==> config.mk <==
export PLATFORM = sky130hd
export DESIGN_NAME = vram_write_scheduler
export DESIGN_NICKNAME = d
export VERILOG_FILES = /design/src/rtl/vram_write_scheduler_pkg.sv /design/src/rtl/vram_write_scheduler_char_fifo.sv /design/src/rtl/vram_write_scheduler.sv
export SDC_FILE = /design/constraint.sdc
export NUM_CORES = 1
export LEC_CHECK = 0
export ABC_CLOCK_PERIOD_IN_PS = 2300
export BUFFER_PORTS_ARGS = -buffer_cell sky130_fd_sc_hd__buf_4
export CAP_MARGIN = 40
export CORE_UTILIZATION = 53
export DETAILED_ROUTE_END_ITERATION = 8
export GPL_TIMING_DRIVEN = 0
export MAX_ROUTING_LAYER = met4
export PLACE_DENSITY = 0.71
export SYNTH_ARGS = -nofsm -noshare
export SYNTH_HDL_FRONTEND = slang
export SYNTH_SLANG_ARGS = --single-unit
==> constraint.sdc <==
create_clock -name clk25 -period 2.3 [get_ports clk25]
set_clock_uncertainty 0.2 [all_clocks]
set_input_delay 0.23 -clock clk25 [delete_from_list [all_inputs] [get_ports clk25]]
set_output_delay 0.23 -clock clk25 [all_outputs]
set_load 0.02 [all_outputs]
==> src/rtl/vram_write_scheduler_pkg.sv <==
// Shared definitions for the VRAM write path: state encoding, address split
// and the blank glyph, also used by the display controller.
package vram_write_scheduler_pkg;

  localparam int ROW_W  = 5;
  localparam int COL_W  = 6;
  localparam int ADDR_W = ROW_W + COL_W;
  localparam int DATA_W = 6;
  localparam int CHAR_W = ADDR_W + DATA_W;

  localparam logic [DATA_W-1:0] BLANK_GLYPH = 6'd32;

  typedef enum logic [1:0] {
    ST_IDLE     = 2'd0,
    ST_LINE_CLR = 2'd1,
    ST_SCR_CLR  = 2'd2
  } state_e;

  function automatic logic [ADDR_W-1:0] pack_addr(input logic [ROW_W-1:0] row,
                                                   input logic [COL_W-1:0] col);
    return {row, col};
  endfunction

endpackage

==> src/rtl/vram_write_scheduler_char_fifo.sv <==
// Character FIFO: {addr, data} entries, full/empty by occupancy count,
// synchronous flush used by the screen clear.
module char_fifo #(
  parameter int DEPTH = 4,
  parameter int WIDTH = 17
) (
  input  logic             clk25,
  input  logic             rst_n,
  input  logic             push_valid,
  output logic             push_ready,
  input  logic [WIDTH-1:0] push_data,
  input  logic             pop,
  output logic             empty,
  output logic [WIDTH-1:0] pop_data,
  input  logic             flush
);

  localparam int PTR_W = $clog2(DEPTH);
  localparam int CNT_W = PTR_W + 1;

  logic [WIDTH-1:0] mem_q [DEPTH];
  logic [PTR_W-1:0] wr_ptr_q, wr_ptr_d, rd_ptr_q, rd_ptr_d;
  logic [CNT_W-1:0] count_q, count_d;
  logic             push_ok, pop_ok;

  assign push_ready = (count_q != CNT_W'(DEPTH));
  assign empty      = (count_q == '0);
  assign push_ok    = push_valid && push_ready;
  assign pop_ok     = pop && !empty;
  assign pop_data   = mem_q[rd_ptr_q];

  // NOTE: every always_comb output gets a default first so no path leaves it
  // unassigned, which would otherwise infer a latch.
  always_comb begin
    wr_ptr_d = wr_ptr_q;
    rd_ptr_d = rd_ptr_q;
    count_d  = count_q;
    if (flush) begin
      wr_ptr_d = '0;
      rd_ptr_d = '0;
      count_d  = '0;
    end else begin
      if (push_ok) wr_ptr_d = wr_ptr_q + PTR_W'(1);
      if (pop_ok)  rd_ptr_d = rd_ptr_q + PTR_W'(1);
      count_d = count_q + CNT_W'(push_ok) - CNT_W'(pop_ok);
    end
  end

  // NOTE: state flops use non-blocking assignments so every flop samples the
  // pre-edge values, independent of statement order.
  always_ff @(posedge clk25 or negedge rst_n) begin
    if (!rst_n) begin
      wr_ptr_q <= '0;
      rd_ptr_q <= '0;
      count_q  <= '0;
    end else begin
      wr_ptr_q <= wr_ptr_d;
      rd_ptr_q <= rd_ptr_d;
      count_q  <= count_d;
    end
  end

  // NOTE: storage is deliberately not reset; the pointers and count define
  // which entries are valid, so resetting the array would only cost logic.
  always_ff @(posedge clk25) begin
    if (push_ok) mem_q[wr_ptr_q] <= push_data;
  end

endmodule

==> src/rtl/vram_write_scheduler.sv <==
// Arbitrates character writes, single-row clears and full-screen clears onto
// one registered VRAM write port.
module vram_write_scheduler
  import vram_write_scheduler_pkg::*;
#(
  parameter int                COLS       = 40,
  parameter int                ROWS       = 24,
  parameter logic [DATA_W-1:0] BLANK      = BLANK_GLYPH,
  parameter int                FIFO_DEPTH = 4
) (
  input  logic              clk25,
  input  logic              rst_n,
  input  logic              char_valid,
  output logic              char_ready,
  input  logic [ADDR_W-1:0] char_addr,
  input  logic [DATA_W-1:0] char_data,
  input  logic              line_clr_req,
  input  logic [ROW_W-1:0]  line_clr_row,
  input  logic              scr_clr_req,
  output logic              vram_w_en,
  output logic [ADDR_W-1:0] vram_w_addr,
  output logic [DATA_W-1:0] vram_din,
  output logic              busy
);

  localparam logic [COL_W-1:0] COL_LAST = COL_W'(COLS - 1);
  localparam logic [ROW_W-1:0] ROW_LAST = ROW_W'(ROWS - 1);

  state_e            state_q, state_d;
  logic [ROW_W-1:0]  row_q, row_d, pend_row_q, pend_row_d;
  logic [COL_W-1:0]  col_q, col_d;
  logic              pend_valid_q, pend_valid_d;
  logic              vram_w_en_q, vram_w_en_d;
  logic [ADDR_W-1:0] vram_w_addr_q, vram_w_addr_d;
  logic [DATA_W-1:0] vram_din_q, vram_din_d;
  logic              clr_wr_q, clr_wr_d;
  logic              fifo_pop, fifo_flush, fifo_empty;
  logic [CHAR_W-1:0] fifo_rdata;

  char_fifo #(.DEPTH(FIFO_DEPTH), .WIDTH(CHAR_W)) u_char_fifo (
    .clk25      (clk25),
    .rst_n      (rst_n),
    .push_valid (char_valid),
    .push_ready (char_ready),
    .push_data  ({char_addr, char_data}),
    .pop        (fifo_pop),
    .empty      (fifo_empty),
    .pop_data   (fifo_rdata),
    .flush      (fifo_flush)
  );

  assign vram_w_en   = vram_w_en_q;
  assign vram_w_addr = vram_w_addr_q;
  assign vram_din    = vram_din_q;
  // clr_wr_q keeps busy high while the final clear write is still on the port.
  assign busy = (state_q != ST_IDLE) || pend_valid_q || clr_wr_q;

  always_comb begin
    state_d       = state_q;
    row_d         = row_q;
    col_d         = col_q;
    pend_valid_d  = pend_valid_q;
    pend_row_d    = pend_row_q;
    vram_w_en_d   = 1'b0;
    vram_w_addr_d = vram_w_addr_q;
    vram_din_d    = vram_din_q;
    clr_wr_d      = 1'b0;
    fifo_pop      = 1'b0;
    fifo_flush    = 1'b0;

    if (scr_clr_req) begin
      // Screen clear wins outright: (re)start the sweep, drop everything else.
      state_d      = ST_SCR_CLR;
      row_d        = '0;
      col_d        = '0;
      pend_valid_d = 1'b0;
      fifo_flush   = 1'b1;
    end else begin
      case (state_q)
        ST_IDLE: begin
          if (line_clr_req) begin
            state_d = ST_LINE_CLR;
            row_d   = line_clr_row;
            col_d   = '0;
          end else if (!fifo_empty) begin
            fifo_pop      = 1'b1;
            vram_w_en_d   = 1'b1;
            vram_w_addr_d = fifo_rdata[CHAR_W-1:DATA_W];
            vram_din_d    = fifo_rdata[DATA_W-1:0];
          end
        end
        ST_LINE_CLR: begin
          vram_w_en_d   = 1'b1;
          vram_w_addr_d = pack_addr(row_q, col_q);
          vram_din_d    = BLANK;
          clr_wr_d      = 1'b1;
          if (col_q == COL_LAST) begin
            col_d        = '0;
            pend_valid_d = 1'b0;
            if (line_clr_req)      row_d = line_clr_row;
            else if (pend_valid_q) row_d = pend_row_q;
            else                   state_d = ST_IDLE;
          end else begin
            col_d = col_q + COL_W'(1);
            if (line_clr_req) begin
              pend_valid_d = 1'b1;
              pend_row_d   = line_clr_row;
            end
          end
        end
        ST_SCR_CLR: begin
          vram_w_en_d   = 1'b1;
          vram_w_addr_d = pack_addr(row_q, col_q);
          vram_din_d    = BLANK;
          clr_wr_d      = 1'b1;
          if (col_q == COL_LAST) begin
            col_d = '0;
            if (row_q == ROW_LAST) begin
              row_d   = '0;
              state_d = ST_IDLE;
            end else begin
              row_d = row_q + ROW_W'(1);
            end
          end else begin
            col_d = col_q + COL_W'(1);
          end
        end
        default: state_d = ST_IDLE;
      endcase
    end
  end

  always_ff @(posedge clk25 or negedge rst_n) begin
    if (!rst_n) begin
      state_q       <= ST_IDLE;
      row_q         <= '0;
      col_q         <= '0;
      pend_valid_q  <= 1'b0;
      pend_row_q    <= '0;
      vram_w_en_q   <= 1'b0;
      vram_w_addr_q <= '0;
      vram_din_q    <= '0;
      clr_wr_q      <= 1'b0;
    end else begin
      state_q       <= state_d;
      row_q         <= row_d;
      col_q         <= col_d;
      pend_valid_q  <= pend_valid_d;
      pend_row_q    <= pend_row_d;
      vram_w_en_q   <= vram_w_en_d;
      vram_w_addr_q <= vram_w_addr_d;
      vram_din_q    <= vram_din_d;
      clr_wr_q      <= clr_wr_d;
    end
  end

endmodule

==> impl_results.md <==
* Fin crit share at 101%
* Drt first-iter violations at between 150 and 200
* # setup viols final at 1
* Layout Nets at approximately 500
* Total grt overflow at 0
* Internal Power at about 4.3 mW
* CP endpoint kind: flop
* First-pass GRT wire length at 17.6 mm
* CTS Root Cell: clkbuf_8
* Initial antenna violation count at 0
* Syn Nets at 394
* Post-DR wirelength/cell at ~19 um
* Maxcap violations at 0
* Via Count at 3294
* Final WL at 10.8 mm
* Vias in the first global route at around 3400
* Count of cell types in the netlist at 61
* Warnings from Yosys at 0
* CTS tree: yes
* Path depth of the worst reg2reg path at 11
* Tmin final at between 2000 and 2500 ps
* Number of synthesized register bits at roughly 110
* Most frequent cells in the layout: 68 x edfxtp_1, 55 x buf_4, 45 x dfrtp_1, 37 x nand2_1, 24 x dlygate4sd3_1
* Post-Synthesis Cells at ~350
* Worst Tran Pin Value at between 500 and 600 ps
* Yosys top cell area share at about two fifths
* Leading cell type in the layout, fill and taps excluded: edfxtp_1
* Pre-CTS setup slack at -386 ps
* Clock Pin Slew Worst Setup and Hold Paths at around 60 ps
* Initial core utilization at 54.6%
* Site row count at 35
* Core area at 9200 um2
* Hold Vio Cnt, Final at 0
* Crit start category: flop
* Power per cell area at just under 900 nW/um2
* Port bufs at 46
* DRT Pass-1 Iters at 4
* Sw frac at around 23%
* RSZ-0062 raised after global routing: yes
* Ys async rst share at about 40%
* Post-synth top area cell: edfxtp_1
* Hold/Removal Path Class: primary input to flop
* CTS max path bufs at 2
* Vias/cell at roughly 5.7
* Post-route design area at 6540 um2
* Maximum net fanout on the critical path at 3
* Top FF cell, synth: edfxtp_1
* Max H-tree Level at 4
* Routability cong. at around 0.86
* Die area at roughly 10000 um2
* Post-DP HPWL at around 7 mm
* Hold_ws at approximately 23 ps
* Layout cells sized above 1 at a little under a third
* Total global-route track usage at about 25%
* Power share of the clock group at 47.7%
* Final ANT Viol Nets at 0
* Final setup margin at -20.2 ps
* Psw at roughly 1.3 mW
* Setup CP Type: flop to flop
* Final Power at roughly 5.7 mW
* Failing checks: setup timing
* Max IR drop VDD at 0.916 mV
* Num CTS Buffers at 17
* Post-Synthesis Cell Area at 5020 um2
* FMAX at roughly 0.43 GHz
* Area Overhead vs Synth at 30.3%
* Number of diodes at 0
* Chip height at 99.3 um
* I/O pins at between 40 and 50
* Post-synth EDFFs at 68
* Syn avg cell area at 14.2 um2
* Clock sink count at around 110
* WP data arrival at between 2000 and 2500 ps
* Hold depth at 4
* Reg power frac at 42.6%
* Leakage at roughly 2.6 nW
* Largest net degree at the start of global routing at between 40 and 50
* Logic pwr share at 9.7%
* Die W at approximately 99 um
* Final core occ at about 71%
* Clock latency at the later pin of the worst-skew pair at 510 ps
* Slew Limit Fails at 0
* Register area share after synthesis at 63.1%
* Worst slew margin at between 60% and 70%
* Required @ worst endpoint at approximately 2500 ps
* Status: complete, but fails checks
* # DRC at 0
* Area contributors post-synth: edfxtp_1 41%, dfrtp_1 22%, mux4_2 7.6%
* Post-Place Cell Area at about 5600 um2
==> power groups by stage <==
| stage | clock (mW) | sequential [mW] | combinational (mW) |
|---|---|---|---|
| global placement | 0 | 2.43 | 0.440 |
| global route | 2.81 | 2.42 | 0.606 |
| floorplan | 0 | 2.44 | 0.250 |
| detailed placement | 0 | 2.44 | 0.485 |
| CTS | 2.74 | 2.41 | 0.547 |
| finish | 2.70 | 2.41 | 0.551 |
==> sequential cells by signal, summed over array words and instances, names as in the netlist <==
name / count
pend_row_q: 5
col_q: 6
u_char_fifo.mem_q: 68
pend_valid_q: 1
vram_w_en: 1
vram_w_addr: 11
vram_din: 6
u_char_fifo.rd_ptr_q: 2
u_char_fifo.count_q: 3
clr_wr_q: 1
state_q: 2
row_q: 5
u_char_fifo.wr_ptr_q: 2
==> timing repair <==
item,4_1_cts,5_1_grt
endpoints found under the setup margin,8,17
resized for setup,9,7
buffers inserted,5,4
hold buffers,24,0
pin swaps,3,5
hold endpoints to repair,126,0
==> per-stage QoR <==
step                      TNS [ps]  std cells
after global routing          -230        579
final                        -20.2        579
after CTS                        0        576
after floorplan                  0        354
after detailed placement      -741        515
after global placement       -3290        511
==> final cells by class <==
class,instances,area [um2]
Fill cell,612,2660
Buffer,16,87.6
Sequential cell,113,3170
Timing Repair Buffer,83,717
Clock buffer,18,418
Tap cell,111,139
Clock inverter,14,188
Multi-Input combinational cell,206,1750
Inverter,18,71.3
==> layer usage <==
metal | vias up | wire length (um) | GRT usage [%] | part of all wire [%]
met5 | - | 0 | - | 0
met1 | 1653 | 4680 | 29.9 | 43
met3 | 16 | 352 | 5.55 | 3.3
met2 | 83 | 5650 | 42.1 | 52
li1 | 1542 | - | - | -
met4 | 0 | 152 | 8.94 | 1.4
==> critical path: stages (launching register included) <==
cell,delay (ps)
dfrtp_1,390
inv_2,90
ha_4,150
nand2b_4,70
nor3_4,210
ha_1,250
inv_1,60
ha_1,150
inv_2,40
fa_2,370
xnor2_2,160
nor2_1,50
==> worst paths after layout <==
kind	from	end	slack [ps]
setup / recovery	state_q[1]	u_char_fifo.count_q[2]	-20
hold / removal	char_valid	u_char_fifo.wr_ptr_q[0]	20
setup reg to reg	state_q[1]	u_char_fifo.count_q[2]	-20
hold reg to reg	pend_row_q[1]	pend_row_q[1]	310
max in group asynchronous	rst_n	vram_w_addr[7]	1430
min in group asynchronous	rst_n	vram_w_en	50
==> logic make-up (layout without fill, tap and decap cells) <==
logic type               Yosys count  count (layout)  share of synthesized area (%)
AO/OA/AOI/OAI                     68              68                           9.40
XOR/XNOR                           4               4                          0.698
adder cells (fa/ha/maj)           13              13                           3.39
buffers and inverters             35             149                           3.17
flip-flops                       113             113                           63.1
multiplexers                      30              30                           10.7
AND/OR/NAND/NOR                   91              91                           9.45
==> cell usage after synthesis, types with 2 or more instances <==
cell / n
a22o_1: 2
and2_1: 5
or4_1: 2
a41oi_1: 11
mux4_2: 17
nand3_1: 7
nand3b_1: 3
nand2_1: 37
clkbuf_1: 7
nor2_1: 10
xnor2_1: 3
edfxtp_1: 68
dfrtp_1: 45
o211a_1: 2
ha_1: 12
nor3_1: 4
buf_2: 7
nand4b_1: 2
a211oi_1: 2
nor2b_1: 2
mux2_4: 5
mux2i_1: 7
a31oi_1: 2
o21ai_0: 10
a21oi_1: 20
or3_1: 2
inv_1: 17
a221oi_1: 2
o2bb2ai_1: 4
buf_6: 2
nand2b_1: 5
Power figures use the tool's default switching activity.
